`config.mk`:
```
export PLATFORM = sky130hd
export DESIGN_NAME = ble_cmd_rcv
export DESIGN_NICKNAME = d
export VERILOG_FILES = /design/src/rtl/ble_pkg.sv /design/src/rtl/uart_rx_core.sv /design/src/rtl/ble_cmd_rcv.sv
export SDC_FILE = /design/constraint.sdc
export NUM_CORES = 1
export LEC_CHECK = 0
export ABC_CLOCK_PERIOD_IN_PS = 4300
export CAP_MARGIN = 40
export CORE_AREA = 10 10 70 72
export CTS_CLUSTER_SIZE = 16
export DETAILED_ROUTE_END_ITERATION = 10
export DIE_AREA = 0 0 80 82
export GPL_TIMING_DRIVEN = 0
export PLACE_DENSITY = 0.83
export SETUP_SLACK_MARGIN = 0.5
export SYNTH_ARGS = -nofsm -noshare
export SYNTH_HDL_FRONTEND = slang
export SYNTH_HIERARCHICAL = 1
export SYNTH_SLANG_ARGS = --single-unit
```
`constraint.sdc`:
```
create_clock -name clk -period 4.3 [get_ports clk]
set_clock_uncertainty 0.1 [all_clocks]
set_input_delay 0.645 -clock clk [delete_from_list [all_inputs] [get_ports clk]]
set_output_delay 0.645 -clock clk [all_outputs]
set_load 0.01 [all_outputs]
```
`src/rtl/ble_pkg.sv`:
```
// Shared types and default constants for the BLE command receiver.
// Optional macro PARITY_EN adds the PARITY receive state (8E1 framing).
package ble_pkg;

`ifdef PARITY_EN
  typedef enum logic [2:0] {IDLE, START, DATA, PARITY, STOP} rx_state_t;
`else
  typedef enum logic [1:0] {IDLE, START, DATA, STOP} rx_state_t;
`endif

  typedef enum logic [1:0] {OFF, PWR1, PWR2} auth_state_t;

  localparam logic [7:0] CMD_GO_DEF   = 8'h67;
  localparam logic [7:0] CMD_STOP_DEF = 8'h73;
  localparam int         BAUD_DIV_DEF = 2604;

endpackage

```
`src/rtl/uart_rx_core.sv`:
```
// UART receiver: RX synchronizer, baud counter, receive FSM, rdy/frm_err and accept pulse.
// Macro PARITY_EN selects 8E1 framing (even parity checked before the stop bit).
module uart_rx_core
  import ble_pkg::*;
#(
  parameter int BAUD_DIV = BAUD_DIV_DEF
) (
  input  logic       clk,
  input  logic       rst_n,
  input  logic       i_rx,
  input  logic       i_clr_rdy,
  output logic [7:0] o_rx_data,
  output logic       o_rdy,
  output logic       o_frm_err,
  output logic       o_accept
);

  // Reloading BAUD_DIV-1 makes consecutive samples exactly BAUD_DIV clocks apart.
  localparam logic [11:0] HALF_LOAD = 12'(BAUD_DIV / 2);
  localparam logic [11:0] FULL_LOAD = 12'(BAUD_DIV - 1);

  logic        r_rx_meta, r_rx_sync, r_rx_prev;
  rx_state_t   r_state, w_state_next;
  logic [11:0] r_baud_cnt;
  logic [3:0]  r_bit_cnt;
  logic [7:0]  r_shift;
  logic [7:0]  r_rx_data;
  logic        r_rdy, r_frm_err, r_accept;

  logic w_fall, w_tick;
  logic w_load_half, w_load_full, w_start_ok, w_shift_en, w_stop_smp;
  logic w_par_smp;
  logic w_good, w_bad;

  assign w_fall = r_rx_prev & ~r_rx_sync;
  assign w_tick = (r_baud_cnt == 12'd0);

  always_comb begin
    w_state_next = r_state;
    w_load_half  = 1'b0;
    w_load_full  = 1'b0;
    w_start_ok   = 1'b0;
    w_shift_en   = 1'b0;
    w_stop_smp   = 1'b0;
    w_par_smp    = 1'b0;
    case (r_state)
      IDLE: if (w_fall) begin
        w_state_next = START;
        w_load_half  = 1'b1;
      end
      START: if (w_tick) begin
        if (r_rx_sync) begin
          w_state_next = IDLE;
        end else begin
          w_state_next = DATA;
          w_load_full  = 1'b1;
          w_start_ok   = 1'b1;
        end
      end
      DATA: if (w_tick) begin
        w_shift_en  = 1'b1;
        w_load_full = 1'b1;
`ifdef PARITY_EN
        if (r_bit_cnt == 4'd7) w_state_next = PARITY;
`else
        if (r_bit_cnt == 4'd7) w_state_next = STOP;
`endif
      end
`ifdef PARITY_EN
      PARITY: if (w_tick) begin
        w_par_smp    = 1'b1;
        w_load_full  = 1'b1;
        w_state_next = STOP;
      end
`endif
      STOP: if (w_tick) begin
        w_stop_smp   = 1'b1;
        w_state_next = IDLE;
      end
      default: w_state_next = IDLE;
    endcase
  end

`ifdef PARITY_EN
  logic r_par_err;
  assign w_good = w_stop_smp & r_rx_sync & ~r_par_err;
`else
  assign w_good = w_stop_smp & r_rx_sync;
`endif
  assign w_bad = w_stop_smp & ~w_good;

  always_ff @(posedge clk or negedge rst_n) begin
    if (!rst_n) begin
      r_rx_meta  <= 1'b1;
      r_rx_sync  <= 1'b1;
      r_rx_prev  <= 1'b1;
      r_state    <= IDLE;
      r_baud_cnt <= 12'd0;
      r_bit_cnt  <= 4'd0;
      r_shift    <= 8'h00;
      r_rx_data  <= 8'h00;
      r_rdy      <= 1'b0;
      r_frm_err  <= 1'b0;
      r_accept   <= 1'b0;
    end else begin
      r_rx_meta <= i_rx;
      r_rx_sync <= r_rx_meta;
      r_rx_prev <= r_rx_sync;
      r_state   <= w_state_next;
      if (w_load_half)      r_baud_cnt <= HALF_LOAD;
      else if (w_load_full) r_baud_cnt <= FULL_LOAD;
      else if (!w_tick)     r_baud_cnt <= r_baud_cnt - 12'd1;
      if (w_start_ok)      r_bit_cnt <= 4'd0;
      else if (w_shift_en) r_bit_cnt <= r_bit_cnt + 4'd1;
      if (w_shift_en) r_shift <= {r_rx_sync, r_shift[7:1]};
      if (w_good) r_rx_data <= r_shift;
      // rdy is dropped only once a start bit is confirmed, so a glitch leaves it intact.
      if (w_good)                       r_rdy <= 1'b1;
      else if (i_clr_rdy || w_start_ok) r_rdy <= 1'b0;
      r_frm_err <= w_bad;
      r_accept  <= w_good;
    end
  end

`ifdef PARITY_EN
  always_ff @(posedge clk or negedge rst_n) begin
    if (!rst_n)          r_par_err <= 1'b0;
    else if (w_start_ok) r_par_err <= 1'b0;
    else if (w_par_smp)  r_par_err <= (^r_shift) ^ r_rx_sync;
  end
`endif

  assign o_rx_data = r_rx_data;
  assign o_rdy     = r_rdy;
  assign o_frm_err = r_frm_err;
  assign o_accept  = r_accept;

endmodule

```
`src/rtl/ble_cmd_rcv.sv`:
```
// BLE command link receiver: UART core plus the 'g'/'s' power-authorization FSM driving pwr_up.
// Macro PARITY_EN switches the link to 8E1 framing.
module ble_cmd_rcv
  import ble_pkg::*;
#(
  parameter int         BAUD_DIV = BAUD_DIV_DEF,
  parameter logic [7:0] CMD_GO   = CMD_GO_DEF,
  parameter logic [7:0] CMD_STOP = CMD_STOP_DEF
) (
  input  logic       clk,
  input  logic       rst_n,
  input  logic       RX,
  input  logic       clr_rdy,
  input  logic       rider_off,
  output logic [7:0] rx_data,
  output logic       rdy,
  output logic       frm_err,
  output logic       pwr_up
);

  logic [7:0]  w_rx_data;
  logic        w_accept;
  auth_state_t r_auth, w_auth_next;
  logic        r_pwr_up;

  uart_rx_core #(
    .BAUD_DIV (BAUD_DIV)
  ) u_rx (
    .clk       (clk),
    .rst_n     (rst_n),
    .i_rx      (RX),
    .i_clr_rdy (clr_rdy),
    .o_rx_data (w_rx_data),
    .o_rdy     (rdy),
    .o_frm_err (frm_err),
    .o_accept  (w_accept)
  );

  always_comb begin
    w_auth_next = r_auth;
    case (r_auth)
      OFF:  if (w_accept && w_rx_data == CMD_GO) w_auth_next = PWR1;
      PWR1: if (w_accept && w_rx_data == CMD_STOP) w_auth_next = rider_off ? OFF : PWR2;
      // A GO arriving together with rider_off keeps power on.
      PWR2: if (w_accept && w_rx_data == CMD_GO) w_auth_next = PWR1;
            else if (rider_off)                  w_auth_next = OFF;
      default: w_auth_next = OFF;
    endcase
  end

  always_ff @(posedge clk or negedge rst_n) begin
    if (!rst_n) begin
      r_auth   <= OFF;
      r_pwr_up <= 1'b0;
    end else begin
      r_auth   <= w_auth_next;
      r_pwr_up <= (w_auth_next != OFF);
    end
  end

  assign rx_data = w_rx_data;
  assign pwr_up  = r_pwr_up;

endmodule

```
# Yosys cells after proc, flatten, opt, wreduce, memory -nomap -nowiden
# Cells that the tools add are included.
[word_totals]
ff_bits = 43
output_inout_bits = 11
wordCells = 73
[classes]
n_addsub = 2
eq_ne = 14
muxes = 29
bitwise_logic = 5
reduce_logical = 10
[op_table]
columns = ["operator", "n"]
rows = [
  ["$mux W12", 3],
  ["$mux W2", 11],
  ["$eq A8 B7 Y1 const B", 2],
  ["$logic_not A12 Y1", 1],
  ["$sub A12 B1 Y12 const B", 1],
  ["$mux W1", 10],
  ["$ne A2 B1 Y1 const B", 5],
  ["$mux W4", 2],
  ["$pmux W2 S4", 1],
  ["$eq A2 B2 Y1 const B", 3],
  ["$pmux W2 S3", 1],
  ["$reduce_bool A2 Y1", 3],
  ["$reduce_and A5 Y1", 1],
  ["$add A4 B1 Y4 const B", 1],
  ["$eq A2 B1 Y1 const B", 2],
  ["$eq A4 B3 Y1 const B", 1],
  ["$logic_not A2 Y1", 2],
  ["$and A1 B1 Y1", 3],
  ["$ne A3 B3 Y1 const B", 1],
  ["$logic_and A1 B1 Y1", 2],
  ["$not A1 Y1", 2],
  ["$pmux W1 S2", 1],
  ["$logic_or A1 B1 Y1", 1],
]

# Longest topological paths before layout
[logic_depth]
word_depth = 6
ltp_mapped = 7

# By module
# The synthesis kept the hierarchy.
[modules_own_cells]
columns = ["mod", "n_inst", "cells_per_inst", "area_per_inst_um2"]
rows = [
  ["uart_rx_core", 1, 163, 1866.8],
  ["ble_cmd_rcv", 1, 20, 216.5],
]

# Worst setup path before layout
# No wires, ideal clock.
[synth_timing]
path_kind = "register to register"
start = "register u_rx.r_baud_cnt[3]"
end = "register u_rx.r_rx_data[0] (netlist: u_rx/o_rx_data[0])"
t_arrival_ns = 2.038
t_required_ns = 4.075
slack_ns = 2.038
path_stages_with_launch = 5
cell_sequence = "dfrtp_1 -> or4_4 -> or4_4 -> nor2_4 -> mux2_2"
[synth_via]
elab_chain_cells = 4
[synth_rtl]
columns = ["element", "line_no", "rtl"]
rows = [
  ["start: declaration", "uart_rx_core.sv:24", "logic [11:0] r_baud_cnt;"],
  ["start signal: assignment", "uart_rx_core.sv:112", "else if (!w_tick) r_baud_cnt <= r_baud_cnt - 12'd1;"],
  ["$logic_not A12 Y1", "uart_rx_core.sv:36", "assign w_tick = (r_baud_cnt == 12'd0);"],
  ["$mux W1", "uart_rx_core.sv:76", "STOP: if (w_tick) begin"],
  ["$mux W1", "uart_rx_core.sv:46", "case (r_state)"],
  ["$and A1 B1 Y1", "uart_rx_core.sv:88", "assign w_good = w_stop_smp & r_rx_sync;"],
  ["end signal: assignment", "uart_rx_core.sv:116", "if (w_good) r_rx_data <= r_shift;"],
  ["end: declaration", "uart_rx_core.sv:27", "logic [7:0] r_rx_data;"],
]
# Every way passes these cells.
# A chain may end at the register's enable or synchronous reset.

# Final worst setup path
[layout_timing]
start = "register u_rx.r_baud_cnt[3]"
end = "register u_rx.r_shift[3]"
[layout_via]
elab_chain_cells = 3
[layout_rtl]
columns = ["element", "line_no", "rtl"]
rows = [
  ["$logic_not A12 Y1", "uart_rx_core.sv:36", ""],
  ["$mux W1", "uart_rx_core.sv:60", "DATA: if (w_tick) begin"],
  ["$mux W1", "uart_rx_core.sv:46", ""],
  ["end signal: assignment", "uart_rx_core.sv:115", "if (w_shift_en) r_shift <= {r_rx_sync, r_shift[7:1]};"],
  ["end: declaration", "uart_rx_core.sv:26", "logic [7:0] r_shift;"],
]
# Every way passes these cells.

==> impl_metrics.env <==
export IMPL_floorplan_rows=22
export IMPL_clock_sinks=43
export IMPL_area_of_the_mapped_netlist_um2=2080
export IMPL_routabilityCongestion=0.788
export IMPL_worst_r2r_setup_slack_ns=1.77
export IMPL_vdd_ir_drop_worst_mv=0.240
export IMPL_cts_resized=0
export IMPL_synth_seq_area_share=0.518
export IMPL_dp_slack_ns=1.79
export IMPL_layout_commonest_cell="dfrtp_1"
export IMPL_initial_utilization=0.582
export IMPL_min_period_over_period=0.588
export IMPL_final_critical_path_setup_slack_ns=1.77
export IMPL_layout_cells_most_common_list="dfrtp_1 (40), o21ai_0 (16), mux2_2 (16)"
export IMPL_grt_pass1_wl_um=7670
export IMPL_yosys_top_cells_area="dfrtp_1 (48%), mux2_2 (8.6%), ha_1 (4.8%)"
export IMPL_synthFlopType="dfrtp_1"
export IMPL_run_status="complete, no violations"
export IMPL_worst_slew_pin_slew_ns=0.466
export IMPL_die_w_um=80
export IMPL_setup_worst_path_end_class="register"
export IMPL_pin_count=16
export IMPL_clock_root_buffer="clkbuf_4"
export IMPL_fmax_ghz=0.395
export IMPL_critPathRequiredTime_ns=4.47
export IMPL_htree_levels=2
export IMPL_cellLeakagePower_uw=0.00106
export IMPL_drt_iter0_drc=92
export IMPL_timing_max_cap_violations=0
export IMPL_dieArea_um2=6560
export IMPL_synth_largest_type_area_fraction=0.480
export IMPL_synthesis_instances=183
export IMPL_synth_enable_flop_cells=0
export IMPL_globalRouteOverflowTotal=0
export IMPL_final_nets=219
export IMPL_remaining_drc_errors=0
export IMPL_first_global_vias=1584
export IMPL_worst_hold_check_path_type="in -> async"
export IMPL_vertical_die_dimension_um=82
export IMPL_post_cts_buffers=0
export IMPL_synth_seq_cells=43
export IMPL_synth_cell_type_count=43
export IMPL_final_max_slew_viol_count=0
export IMPL_clock_tree_buffer_depth=2
export IMPL_setup_worst_path_start_class="register"
export IMPL_n_antenna_cell=0
export IMPL_cell_type_with_the_largest_total_area_after_synthesis="dfrtp_1"
export IMPL_worst_skew_pair_late_latency_ns=0.36
export IMPL_grt_setup_unrepaired="false"
export IMPL_post_synth_cell_area_avg_um2=11.4
export IMPL_number_of_antenna_violations_at_the_first_check_in_global_routing=0
export IMPL_critical_path_arrival_ns=2.70
export IMPL_crit_reg2reg_capture="u_rx/r_shift[3]"
export IMPL_grt_max_degree=34
export IMPL_dp_final_hpwl_um=3220
export IMPL_area_delta_synth_final_pct=14.9
export IMPL_ctsHoldBuffers=0
export IMPL_post_route_cells_drive_above_1_share=0.188
export IMPL_synth_async_sr_flop_share=1.00
export IMPL_setup_total_negative_slack_ns=0
export IMPL_final_hold_violation_count=0
export IMPL_antenna_violating_nets_left=0
export IMPL_wire_per_inst_um=17.1
export IMPL_count_of_synthesis_stage_warnings_from_yosys=6
export IMPL_synthesis_nets=196
export IMPL_drtPass1Iterations=4
export IMPL_clk_transition_reported_paths_ns=0.14
export IMPL_coreArea_um2=3580
export IMPL_timing_slew_headroom=0.687
export IMPL_setup_worst_path_class="reg -> reg"
export IMPL_crit_path_start="u_rx/r_baud_cnt[3]"
export IMPL_final_min_clock_period_ns=2.53
export IMPL_total_cts_buffers=5
export IMPL_numPortBuffers=15
export IMPL_power_density_over_cell_area_nw_per_um2=459
export IMPL_cts_tree="yes"
export IMPL_critical_path_max_fanout=8
export IMPL_wirelength_um=4370
export IMPL_groute_usage_overall=0.149
export IMPL_vias_per_cell=5.89
export IMPL_timing_hold_ws_ns=0.0276
export IMPL_timing_rr_start="u_rx/r_baud_cnt[3]"
export IMPL_report_power_total_uw=1100
export IMPL_finish_stage_setup_viols=0
export IMPL_r2r_cells=4
export IMPL_total_via_count_after_detailed_routing=1501
## final cells by class
| class | instances | area, um2 |
|---|---|---|
| multi-input cells | 127 | 955 |
| plain buffers | 3 | 11.3 |
| fillers | 267 | 1180 |
| clock buffers | 5 | 37.5 |
| flip-flops and latches | 43 | 1080 |
| inverters | 10 | 37.5 |
| well taps | 48 | 60.1 |
| repair buffers | 16 | 165 |
| clock inverters | 3 | 47.5 |
## where the power goes
group          internal, uW  switching [uW]
Clock                   125             139
Combinational           127             183
Sequential              461            64.0
Total                   713             386
## layer usage
metal | routed length, um | GRT usage | up-vias
li1 | - | - | 706
met1 | 1820 | 0.168 | 751
met2 | 2220 | 0.253 | 38
met3 | 270 | 0.0459 | 6
met4 | 55 | 0.0704 | 0
met5 | 0 | 0 | -
## Yosys cell counts, types with 3 or more instances
library cell   n
mux2_2        16
xnor2_1        3
nand3b_1       3
nand2b_1       5
dfstp_2        3
clkbuf_1       3
dfrtp_1       40
nand2_1        7
a21oi_1        6
nor3_1         9
o21ai_0       16
inv_1         10
o211ai_1       3
ha_1           8
or4_1          4
nor2_1         6
xor2_1         3
or3_1          5
## logic make-up after synthesis
group	count (synthesis)	synth area share
AO/OA/AOI/OAI	37	0.108
XOR/XNOR	6	0.0252
adder cells (fa/ha/maj)	8	0.0480
buffers and inverters	13	0.0234
flip-flops	43	0.518
multiplexers	18	0.0961
AND/OR/NAND/NOR	58	0.181
## state kept, by name, summed over array words and instances (netlist names), named ones only
register         cells
u_rx/r_rx_sync       1
u_rx/o_accept        1
u_rx/r_rx_meta       1
u_rx/o_rx_data       8
u_rx/r_state         1
u_rx/o_rdy           1
u_rx/r_rx_prev       1
u_rx/r_bit_cnt       4
pwr_up               1
r_auth               2
u_rx/r_shift         8
u_rx/r_baud_cnt     12
u_rx/o_frm_err       1
## stage by stage
step,area (um2),std cells,utilization
detailed placement,2310,247,0.645
floorplan,2080,183,-
finish,2390,255,0.669
global placement,2290,246,0.641
CTS,2390,255,0.669
global route,2390,255,0.669
## critical path, stage by stage, from the launching register on
cell,delay [ns]
dfrtp_1,0.45
or4_4,0.59
nor3_1,0.41
nand4b_1,0.46
mux2_2,0.42
## how the worst max path moves through the flow
stage | cells after the start | end | slack (ns)
after global routing | 4 | u_rx/r_shift[5] | 1.61
final | 4 | u_rx/r_shift[3] | 1.77
after floorplan | 4 | u_rx/o_rx_data[0] | 2.04
after detailed placement | 4 | u_rx/r_shift[3] | 1.79
after global placement | 1 | u_rx/o_rx_data[7] | 1.50
after CTS | 4 | u_rx/r_shift[3] | 1.77
Note: power is estimated with default switching activity, not from simulation.
